File: src/rtl/conv_seq_ctrl.sv
// Command sequencer for a sliding-window convolution engine.
// For each time step and output pixel, it issues FILTER_LEN^2 MAC commands followed by one flush command.
module conv_seq_ctrl #(
  parameter int ADDR_W     = 8,
  parameter int IFMAP_LEN  = 5,
  parameter int FILTER_LEN = 3,
  parameter int STRIDE     = 1,
  parameter int TIMESTEPS  = 1,
  localparam int TS_W      = (TIMESTEPS > 1) ? $clog2(TIMESTEPS) : 1
) (
  input  logic              clk,
  input  logic              rst_n,
  input  logic              start_valid,
  output logic              start_ready,
  input  logic              abort,
  output logic              cmd_valid,
  input  logic              cmd_ready,
  output logic [ADDR_W-1:0] cmd_filter_addr,
  output logic [ADDR_W-1:0] cmd_ifmap_addr,
  output logic              cmd_acc_clear,
  output logic              cmd_flush,
  output logic [TS_W-1:0]   cmd_ts,
  output logic              done_valid,
  input  logic              done_ready,
  output logic [1:0]        dbg_state
);

  localparam int OUT_LEN = (IFMAP_LEN - FILTER_LEN) / STRIDE + 1;
  localparam int CW      = $clog2(IFMAP_LEN + 1);
  localparam logic [ADDR_W-1:0] IL_A = ADDR_W'(IFMAP_LEN);
  localparam logic [ADDR_W-1:0] FL_A = ADDR_W'(FILTER_LEN);
  localparam logic [ADDR_W-1:0] ST_A = ADDR_W'(STRIDE);

  generate
    if (FILTER_LEN > IFMAP_LEN || STRIDE == 0 || TIMESTEPS == 0 ||
        (IFMAP_LEN * IFMAP_LEN - 1) >= (1 << ADDR_W)) begin : g_bad_params
      $error("conv_seq_ctrl: illegal parameter combination");
    end
  endgenerate

  typedef enum logic [1:0] {S_IDLE, S_MAC, S_FLUSH, S_DONE} state_t;

  state_t          r_state;
  state_t          w_state_nxt;
  logic [TS_W-1:0] r_ts;
  logic [CW-1:0]   r_oy, r_ox, r_fy, r_fx;

  logic w_xfer, w_fx_last, w_fy_last, w_ox_last, w_oy_last, w_ts_last, w_run;

  // Handshakes: a beat moves only on an edge where valid && ready are both high.
  // valid never drops and the payload never changes while waiting for ready, except on abort or reset.
  assign w_run     = (r_state == S_MAC) || (r_state == S_FLUSH);
  assign w_xfer    = w_run && cmd_ready;
  assign w_fx_last = (r_fx == CW'(FILTER_LEN - 1));
  assign w_fy_last = (r_fy == CW'(FILTER_LEN - 1));
  assign w_ox_last = (r_ox == CW'(OUT_LEN - 1));
  assign w_oy_last = (r_oy == CW'(OUT_LEN - 1));
  assign w_ts_last = (r_ts == TS_W'(TIMESTEPS - 1));

  always_ff @(posedge clk) begin
    if (!rst_n) begin
      r_state <= S_IDLE;
      r_ts    <= '0;
      r_oy    <= '0;
      r_ox    <= '0;
      r_fy    <= '0;
      r_fx    <= '0;
    end else begin
      r_state <= w_state_nxt;
      if (!w_run || abort) begin
        r_ts <= '0;
        r_oy <= '0;
        r_ox <= '0;
        r_fy <= '0;
        r_fx <= '0;
      end else if (w_xfer && r_state == S_MAC) begin
        // fy/fx stay at their last value so the flush carries the final MAC addresses.
        if (!w_fx_last) begin
          r_fx <= r_fx + 1'b1;
        end else if (!w_fy_last) begin
          r_fx <= '0;
          r_fy <= r_fy + 1'b1;
        end
      end else if (w_xfer) begin
        r_fx <= '0;
        r_fy <= '0;
        if (!w_ox_last) begin
          r_ox <= r_ox + 1'b1;
        end else begin
          r_ox <= '0;
          if (!w_oy_last) begin
            r_oy <= r_oy + 1'b1;
          end else begin
            r_oy <= '0;
            r_ts <= w_ts_last ? '0 : r_ts + 1'b1;
          end
        end
      end
    end
  end

  always_comb begin
    w_state_nxt = r_state;
    case (r_state)
      S_IDLE:  if (start_valid) w_state_nxt = S_MAC;
      S_MAC: begin
        if (abort) w_state_nxt = S_IDLE;
        else if (w_xfer && w_fx_last && w_fy_last) w_state_nxt = S_FLUSH;
      end
      S_FLUSH: begin
        if (abort) w_state_nxt = S_IDLE;
        else if (w_xfer) w_state_nxt = (w_ox_last && w_oy_last && w_ts_last) ? S_DONE : S_MAC;
      end
      S_DONE:  if (abort || done_ready) w_state_nxt = S_IDLE;
      default: w_state_nxt = S_IDLE;
    endcase
  end

  always_comb begin
    start_ready     = (r_state == S_IDLE);
    cmd_valid       = w_run;
    cmd_flush       = (r_state == S_FLUSH);
    cmd_acc_clear   = (r_state == S_MAC) && (r_fy == '0) && (r_fx == '0);
    done_valid      = (r_state == S_DONE);
    cmd_ts          = '0;
    cmd_filter_addr = '0;
    cmd_ifmap_addr  = '0;
    if (w_run) begin
      cmd_ts          = r_ts;
      cmd_filter_addr = ADDR_W'(r_fy) * FL_A + ADDR_W'(r_fx);
      cmd_ifmap_addr  = (ADDR_W'(r_oy) * ST_A + ADDR_W'(r_fy)) * IL_A
                        + ADDR_W'(r_ox) * ST_A + ADDR_W'(r_fx);
    end
    dbg_state = r_state;
  end

endmodule

File: config.mk
export PLATFORM = sky130hd
export DESIGN_NAME = conv_seq_ctrl
export DESIGN_NICKNAME = d
export VERILOG_FILES = /design/src/rtl/conv_seq_ctrl.sv
export SDC_FILE = /design/constraint.sdc
export NUM_CORES = 1
export LEC_CHECK = 0
export CORE_UTILIZATION = 53
export DETAILED_ROUTE_END_ITERATION = 16
export PLACE_DENSITY = 0.9
export SLEW_MARGIN = 20
export SYNTH_ARGS = -nofsm -noshare
export SYNTH_HDL_FRONTEND = slang
export SYNTH_SLANG_ARGS = --single-unit
File: constraint.sdc
create_clock -name clk -period 5.02 [get_ports clk]
set_input_delay 1.004 -clock clk [delete_from_list [all_inputs] [get_ports clk]]
set_output_delay 1.004 -clock clk [all_outputs]
set_load 0.03 [all_outputs]
-- Yosys cells after proc, flatten, opt, wreduce, memory -nomap -nowiden
Index checks and enable logic that the tools add are counted.
- flip-flop bits (word level): 15
- output and inout port bits: 24
- word-level logic and storage cells: 78
- multipliers: 2
- multiplexer cells: 21
- equal/unequal tests: 14
- reduce and logical (&&, ||, !) cells: 23
- bitwise logic cells: 3
- $add $sub $neg: 9
- operator list (operator ; count):
    3-bit two-way mux ; 9
    2-bit two-way mux ; 7
    3-bit by 1-bit adder with 3-bit output (second input constant) ; 4
    3-bit by 2-bit equality test with 1-bit output (second input constant) ; 4
    7-bit by 3-bit adder with 8-bit output ; 1
    8-bit by 3-bit adder with 8-bit output ; 1
    1-bit logical AND ; 8
    8-bit two-way mux ; 1
    2-bit case mux with 4 select lines ; 1
    4-bit AND reduction ; 2
    4-bit by 3-bit multiplier with 7-bit output (second input constant) ; 1
    5-bit by 3-bit adder with 6-bit output ; 1
    3-bit logical NOT ; 2
    6-bit two-way mux ; 1
    2-bit != test (second input constant) ; 3
    3-bit by 2-bit != test with 1-bit output (second input constant) ; 2
    3-bit AND reduction ; 2
    3-bit by 2-bit multiplier with 5-bit output (second input constant) ; 1
    3-bit by 3-bit adder with 4-bit output ; 1
    2-bit equality test (second input constant) ; 2
    2-bit AND reduction ; 2
    1-bit logical OR ; 3
    3-bit != test (second input constant) ; 1
    1-bit NOT ; 3
    8 further kinds ; 9

-- Logic depth before layout (Yosys ltp)
Gate-level depths: netlist of run 1.
- depth in word-level cells: 8
- mapped depth: 13
- gate-level depth less buffers: 13

-- Worst setup path before layout of run 1
No wires, ideal clock.
- path kind: register to output
- start point: register r_oy[0]
- end point: output port cmd_ifmap_addr[6]
- buffers on the path: 0
- setup slack: 0.115 ns
- cell stages (with the launch flop): 13
- data required time: 4.016 ns
- data arrival time: 3.901 ns
- cell sequence: dfxtp_1 > ha_1 > fa_1 > xor2_1 > ha_1 > ha_1 > inv_1 > fa_1 > inv_1 > ha_1 > a21o_1 > a21oi_1 > o311ai_0
- cells in the longest elaborated chain, start to end: 5
- RTL lines (item ; RTL line ; source):
    start, declared ; 46 ; logic [CW-1:0] r_oy, r_ox, r_fy, r_fx;
    start signal, assigned ; 92 ; r_oy <= r_oy + 1'b1;
    3-bit by 3-bit adder with 4-bit output ; 131 ; cmd_ifmap_addr = (ADDR_W'(r_oy) * ST_A + ADDR_W'(r_fy)) * IL_A
    4-bit by 3-bit multiplier with 7-bit output ; 131 ;
    7-bit by 3-bit adder with 8-bit output ; 132 ; + ADDR_W'(r_ox) * ST_A + ADDR_W'(r_fx);
    8-bit by 3-bit adder with 8-bit output ; 132 ;
    8-bit two-way mux ; 128 ; if (w_run) begin
    end, declared ; 19 ; output logic [ADDR_W-1:0] cmd_ifmap_addr,
No other way between the ends.

-- Worst setup path in the final report of run 1
- start point: register r_oy[0]
- end point: output port cmd_ifmap_addr[2]
The elaborated chain is that of the path after synthesis.

==> results of run 1 <==
==> routing by layer <==
metal / share of wire [%] / vias to the layer above / track usage [%] / wire (um)
li1: - / 686 / - / -
met1: 47 / 655 / 27.92 / 1593
met2: 50 / 24 / 39.74 / 1715
met3: 2.2 / 4 / 3.348 / 75
met4: 0.70 / 0 / 3.401 / 24
met5: 0 / - / 0 / 0
==> cell families (layout without fill, tap and decap cells) <==
logic type | Yosys count | in the layout | share of synthesized area (%)
buffers and inverters | 26 | 51 | 7.575
multiplexers | 2 | 2 | 1.288
flip-flops | 14 | 14 | 16.97
AND/OR/NAND/NOR | 61 | 61 | 22.12
XOR/XNOR | 11 | 11 | 5.833
adder cells (fa/ha/maj) | 37 | 37 | 31.21
AO/OA/AOI/OAI | 30 | 30 | 14.77
other | 1 | 4 | 0.2271
==> tightest hold or removal path, delay by kind of cell (launching register included) <==
kind             cells  cell delay [ps]
AND/OR/NAND/NOR      2              140
flip-flops           1              360
==> metrics by stage <==
stage,instance area [sq um],worst slack (ps)
floorplan,1663,114.6
global placement,1922,136.8
detailed placement,1922,81.03
CTS,1956,55.20
global route,1956,-9.956
finish,1956,155.5
==> cell type report <==
cell class	count	share of cell area [%]
Inverter	18	3.455
Clock buffer	4	1.855
Timing Repair Buffer	29	13.37
Multi-Input combinational cell	145	65.00
Sequential cell	14	14.33
Tap cell	31	1.983
==> state kept, by name (all words and copies together) (netlist names) <==
signal / cells
r_oy: 3
dbg_state: 2
r_ox: 3
r_fy: 3
r_fx: 3
==> where the power goes <==
part           switching (mW)  internal [mW]  leakage (nW)
Clock                  0.0406         0.0442        0.0210
Sequential            0.00340          0.113         0.113
Combinational          0.0621         0.0376         0.841
Total                   0.106          0.195         0.975
==> placed cells by master, fill, tap and decap left out, drive strengths merged, types with 5 or more instances in the layout <==
cell / n
ha: 30
clkdlybuf4s50: 20
inv: 18
dfxtp: 14
and2: 12
nor2: 10
a21oi: 8
nand3: 7
fa: 7
xor2: 6
buf: 6
clkbuf: 6
a21o: 5
nor2b: 5
xnor2: 5
==> final timing paths <==
check	slack, ps	depth (start not counted)	endpoint
max	160	11	cmd_ifmap_addr[2]
min	540	2	dbg_state[1]$_SDFFE_PN0P_
max reg2reg	2720	6	r_oy[1]$_SDFFE_PP0P_
min reg2reg	540	2	dbg_state[1]$_SDFFE_PN0P_
==> run_results.csv, run 1 <==
group,metric,value,unit
timing,min_period_over_period,96.90,%
clock_tree,htreeDepth,1,
yosys,synth-main-ff-cell,"dfxtp_1",
clock_tree,clk_pin_slew,90,ps
yosys,synthArstFlopShare,0,%
timing,finClkSkew,2.616,ps
setup_path,rr_startpoint,"dbg_state[0]$_SDFFE_PN0P_",
setup_path,cpMostUsedCell,"ha_1",
clock_tree,root_buffer,"clkbuf_4",
setup_path,crit_chain,"ha_1, fa_2, xor2_2, ha_1, ha_1, inv_1, fa_1, inv_1, fa_1, and2_1, clkdlybuf4s50_1",
setup_path,end_kind,"primary output",
clock_tree,post_cts_buffers,0,
timing,hold_ws,544.7,ps
run,maxCapViolCount,0,
route,route.detailed.drc,2,
timing,slew_viol_final,0,
floorplanning,rows,19,
floorplanning,die_w,57.82,um
cells_and_area,drive_above_1_share,10.95,%
clock_tree,cts_tree,"done",
hold_path,min_from,"dbg_state[1]$_SDFFE_PN0P_",
clock_tree,cts_sinks,14,
global_routing,grt_usage,21.93,%
timing,fin_crit,4865,ps
setup_path,max_stage_delay,660,ps
clock_tree,cts_resized,6,
floorplanning,die_y,57.82,um
setup_path,crit_start,"r_oy[0]$_SDFFE_PP0P_",
setup_path,cp_slowest_cell,"clkdlybuf4s50_1",
floorplanning,start_util,57.89,%
placement,port_buffers,25,
setup_path,critical_path_required,4020,ps
placement,place.gp.congestion,0.8205,
pwr,cellPowerDensity,154.0,mW/mm^2
global_routing,antenna_found_initial,0,
yosys,syn_area,0.001652,sq mm
clock_tree,clkLatencyLatePin,290,ps
setup_path,path_class,"reg -> out",
setup_path,worstSetupStartpointType,"flip-flop",
yosys,ys_seq_area_share,16.97,%
yosys,yosysTopAreaCell,"ha_1",
floorplanning,num_io_pins,30,
global_routing,grt_max_degree,23,
yosys,yosysTopAreaCellShare,22.73,%
placement,dp.cells,237,
yosys,netlist_top_cells_area,"ha_1 (23%), dfxtp_1 (17%), fa_1 (8.5%)",
route,ant_nets,0,
setup_path,cp_num_buf_inv,3,
yosys,synth_area_per_cell,9.075,sq um
route,vias,1369,
route,drt_iter0_markers,33,
route,routed_wl,3.408,mm
timing,fmax,0.2056,GHz
floorplanning,fp.dieArea,0.003343,sq mm
timing,relSlewSlack,62.53,%
pwr,power,301.2,uW
yosys,synth_edf_count,0,
yosys,ys_warn_count,0,
timing,setup_viol_count_final,0,
cells_and_area,multiInputGateArea,0.001271,sq mm
setup_path,cp.arrival,3860,ps
route,wire_per_inst,14.14,um
cells_and_area,antenna_cells,0,
cells_and_area,area_growth,18.41,%
route,drtPass1Iterations,10,
hold_path,hp-class,"reg -> reg",
timing,final.setup.tns,0,ps
cells_and_area,nNetsFinal,254,
setup_path,cp_max_fo,2,
yosys,synth.most_common_cell,"ha_1",
cells_and_area,final_cells,241,
pwr,p_leak,0.9754,nW
placement,dp_hpwl,2.599,mm
pwr,ir_drop,0.1342,mV
floorplanning,core,0.002853,sq mm
clock_tree,cts_hold_buffers,0,
yosys,synth_cells,182,
outcome,violations,"design-rule violations",
route,vias_per_cell,5.680,
yosys,synth_cell_types,49,
cells_and_area,seq_area,280.3,sq um
global_routing,grt_pass1_wl,5.775,mm
yosys,synth_common_cells,"ha_1 (30), inv_1 (18), dfxtp_1 (14)",
outcome,status,"finished, violations left",
yosys,ys_ff_latch,14,
clock_tree,numCtsBuffers,3,
global_routing,grt_pass1_vias,1296,
clock_tree,cts_buffer_depth,2,
timing,worst_pin_slew,562.0,ps
setup_path,critPathTopFamily,"adder cells",
cells_and_area,final_util,68.55,%
global_routing,grt-ovfl-total,0,
cells_and_area,n_fill_cell,233,
timing,hold_violations,0,
(Power assumes the default switching activity.)
==> run 2: changes to the inputs <==
--- a/config.mk
+++ b/config.mk
@@ -5,9 +5,11 @@
 export SDC_FILE = /design/constraint.sdc
 export NUM_CORES = 1
 export LEC_CHECK = 0
-export CORE_UTILIZATION = 53
+export ABC_AREA = 1
+export CORE_MARGIN = 2
+export CORE_UTILIZATION = 52
 export DETAILED_ROUTE_END_ITERATION = 16
-export PLACE_DENSITY = 0.9
+export PLACE_DENSITY = 0.89
 export SLEW_MARGIN = 20
 export SYNTH_ARGS = -nofsm -noshare
 export SYNTH_HDL_FRONTEND = slang
==> run 2 against run 1 <==
Against the previous run:
- clock skew is 10 ps higher
- sequential cell count did not move
- register-to-register slack gained 200 ps
- the run now ends clean
- critical path depth up 6
- cell area is 2.7% lower
- power is 80% higher
- routed wire length fell by 1.9%
- core utilization down 4.6 points
- worst hold slack got worse by 19 ps
- critical path type unchanged
- sequential power is 11% higher
==> run_results.csv, run 2 <==
group,metric,value,unit
outcome,status,"finished clean",
pwr,cellPowerDensity,284.6,mW/mm^2
route,routed_wl,3.342,mm
floorplanning,die_w,59.17,um
cells_and_area,n_fill_cell,269,
timing,finClkSkew,12.88,ps
global_routing,grt_usage,20.77,%
global_routing,grt-ovfl-total,0,
clock_tree,cts_sinks,14,
global_routing,grt_max_degree,17,
pwr,ir_drop,0.2325,mV
placement,port_buffers,25,
clock_tree,cts_hold_buffers,0,
cells_and_area,layout_commonest_cell,"nand2_1",
timing,hold_violations,0,
setup_path,critPathTopFamily,"adder cells",
floorplanning,fp.dieArea,0.003501,sq mm
clock_tree,cts_buffer_depth,2,
global_routing,grt_pass1_vias,1389,
cells_and_area,multiInputGateArea,0.001119,sq mm
route,vias_per_cell,5.271,
yosys,yosysTopAreaCellShare,23.72,%
yosys,synth-main-ff-cell,"dfxtp_1",
clock_tree,htreeDepth,1,
timing,min_period_over_period,95.39,%
yosys,netlist_top_cells_area,"ha_1 (24%), dfxtp_1 (18%), nand2_1 (12%)",
clock_tree,clk_pin_slew,80,ps
yosys,synth_edf_count,0,
yosys,ys_warn_count,0,
clock_tree,root_buffer,"clkbuf_4",
yosys,synth_common_cells,"nand2_1 (52), inv_1 (41), ha_1 (30)",
floorplanning,num_io_pins,30,
cells_and_area,antenna_cells,0,
timing,relSlewSlack,64.23,%
pwr,p_seq_share,23.9,%
placement,place.gp.congestion,0.8814,
clock_tree,cts_tree,"done",
yosys,synth_cells,229,
setup_path,cp_num_buf_inv,3,
setup_path,cp_slowest_cell,"fa_1",
setup_path,critical_path_required,4020,ps
yosys,synth_area_per_cell,6.912,sq um
setup_path,crit_chain,"ha_1, fa_1, xor2_1, ha_1, ha_1, inv_1, fa_1, inv_1, ha_1, nand3_1, nand2_1, nand2_1, nand2_1, nand2_1, nand2_1, nor2_1, dlygate4sd2_1",
yosys,synthArstFlopShare,0,%
yosys,syn_area,0.001583,sq mm
pwr,clkPwrFrac,15.6,%
yosys,synth_top_family_by_area,"adder cells",
yosys,synth_xor_xnor_area_share,1.107,%
setup_path,end_kind,"primary output",
route,wire_per_inst,11.45,um
pwr,p_switching,267.3,uW
hold_path,hp-class,"reg -> reg",
timing,rsz0062_at_grt,"no",
floorplanning,start_util,53.15,%
timing,final.setup.tns,0,ps
yosys,yosys.area_share.adder,32.57,%
clock_tree,clkLatencyLatePin,290,ps
floorplanning,die_y,59.17,um
global_routing,grt_pass1_wl,5.699,mm
cells_and_area,area_growth,20.24,%
hold_path,min_from,"r_oy[0]$_SDFFE_PP0P_",
setup_path,worstSetupStartpointType,"flip-flop",
timing,setup_ws,231.4,ps
floorplanning,core,0.002978,sq mm
yosys,synth.most_common_cell,"nand2_1",
timing,worst_pin_slew,536.6,ps
placement,placed_cell_area,0.001874,sq mm
clock_tree,numCtsBuffers,3,
setup_path,cpMostUsedCell,"nand2_1",
timing,fmax,0.2088,GHz
yosys,synth_mux_area_share,0,%
yosys,synth_compound_area_share,9.170,%
yosys,ys_ff_latch,14,
setup_path,max_stage_delay,490,ps
yosys,synth_cell_types,23,
pwr,swShare,49.34,%
setup_path,cp.arrival,3780,ps
setup_path,rr_startpoint,"dbg_state[0]$_SDFFE_PN0P_",
cells_and_area,layout_common_cells,"nand2_1 (52), inv_1 (41), ha_1 (30)",
timing,slew_viol_final,0,
route,ant_nets,0,
floorplanning,rows,20,
cells_and_area,seq_area,280.3,sq um
route,drt_iter0_markers,85,
pwr,power_frac_comb,60.5,%
pwr,p_leak,1.075,nW
timing,setup_viol_count_final,0,
setup_path,path_class,"reg -> out",
pwr,internal_power,274.4,uW
placement,dp_hpwl,2.731,mm
cells_and_area,nNetsFinal,303,
route,vias,1539,
yosys,yosys.area_share.simple,26.88,%
setup_path,cp_max_fo,5,
cells_and_area,drive_above_1_share,5.405,%
placement,detailedPlace.worstSlack,142.3,ps
yosys,ys_seq_area_share,17.71,%
global_routing,antenna_found_initial,0,
run,maxCapViolCount,0,
cells_and_area,final_area,0.001903,sq mm
route,drtPass1Iterations,4,
yosys,yosysTopAreaCell,"ha_1",
clock_tree,post_cts_buffers,0,
setup_path,crit_start,"r_oy[0]$_SDFFE_PP0P_",
route,route.detailed.drc,0,
timing,fin_crit,4789,ps
==> run 2: changes by cell type after synthesis, moves of 4 or more <==
cell	before	now
a21o_1	5	0
a21oi_1	8	18
and2_1	11	0
inv_1	18	41
nand2_1	4	52
nand2b_1	4	0
nand3_1	7	15
nor2_1	10	24
nor2b_1	5	0
xnor2_1	5	1
xor2_1	6	1
==> run 2: kinds of logic after synthesis <==
group | Yosys count
AOI/OAI and AO/OA | 27
xor gates and xnor gates | 2
adders and majority gates | 37
buffers and inverters | 48
DFF | 14
other | 1
and+or+nand+nor | 100
==> run 2: path summary, 6_finish.rpt <==
kind	cells after the start	end	slack, ps
max reg2reg	6	r_ox[2]$_SDFFE_PP0P_	2920
min reg2reg	2	r_oy[0]$_SDFFE_PP0P_	530
max	17	cmd_ifmap_addr[6]	230
min	2	r_oy[0]$_SDFFE_PP0P_	530
==> run 2: repair_timing <==
action,4_1_cts,5_1_grt
endpoints found under the setup margin,5,2
resized for setup,5,3
gates cloned,0,0
endpoints found under the hold margin,0,0
pin swaps,0,0
==> run 2: layout make-up <==
cell class	instances	share of cell area (%)
Clock buffer	4	1.907
Tap cell	33	2.170
Timing Repair Buffer	28	13.94
Inverter	43	8.481
Sequential cell	14	14.73
Multi-Input combinational cell	170	58.78
==> run 2: per-stage QoR <==
step	utilization (%)	total power [mW]	cells	hold slack (ps)
5_1_grt	63.91	0.5822	292	569.5
4_1_cts	63.95	0.5404	292	530.2
3_5_place_dp	62.94	0.4552	288	516.1
2_1_floorplan	-	0.3619	232	469.3
3_3_place_gp	62.94	0.4502	288	502.9
6_report	63.91	0.5417	292	525.6
==> run 2: metal layers <==
metal	track usage (%)	share of wire, %	vias up
met4	5.195	1.4	0
met2	36.51	49	43
li1	-	-	780
met5	0	0	-
met3	4.585	5.0	8
met1	25.64	44	708
==> run 2: power groups by stage <==
stage / Sequential (mW) / Combinational (mW) / Clock (mW)
final: 0.130 / 0.328 / 0.0844
after global routing: 0.132 / 0.362 / 0.0889
after CTS: 0.129 / 0.325 / 0.0854
after detailed placement: 0.132 / 0.323 / 0
after global placement: 0.132 / 0.318 / 0
after floorplan: 0.145 / 0.217 / 0
==> run 2: worst register-to-register path, stage by stage, from the launching register on <==
cell     delay [ps]
dfxtp_1         400
inv_1           100
ha_1            630
nand3_1         410
inv_1           260
o21ai_0         120
a21oi_1         120
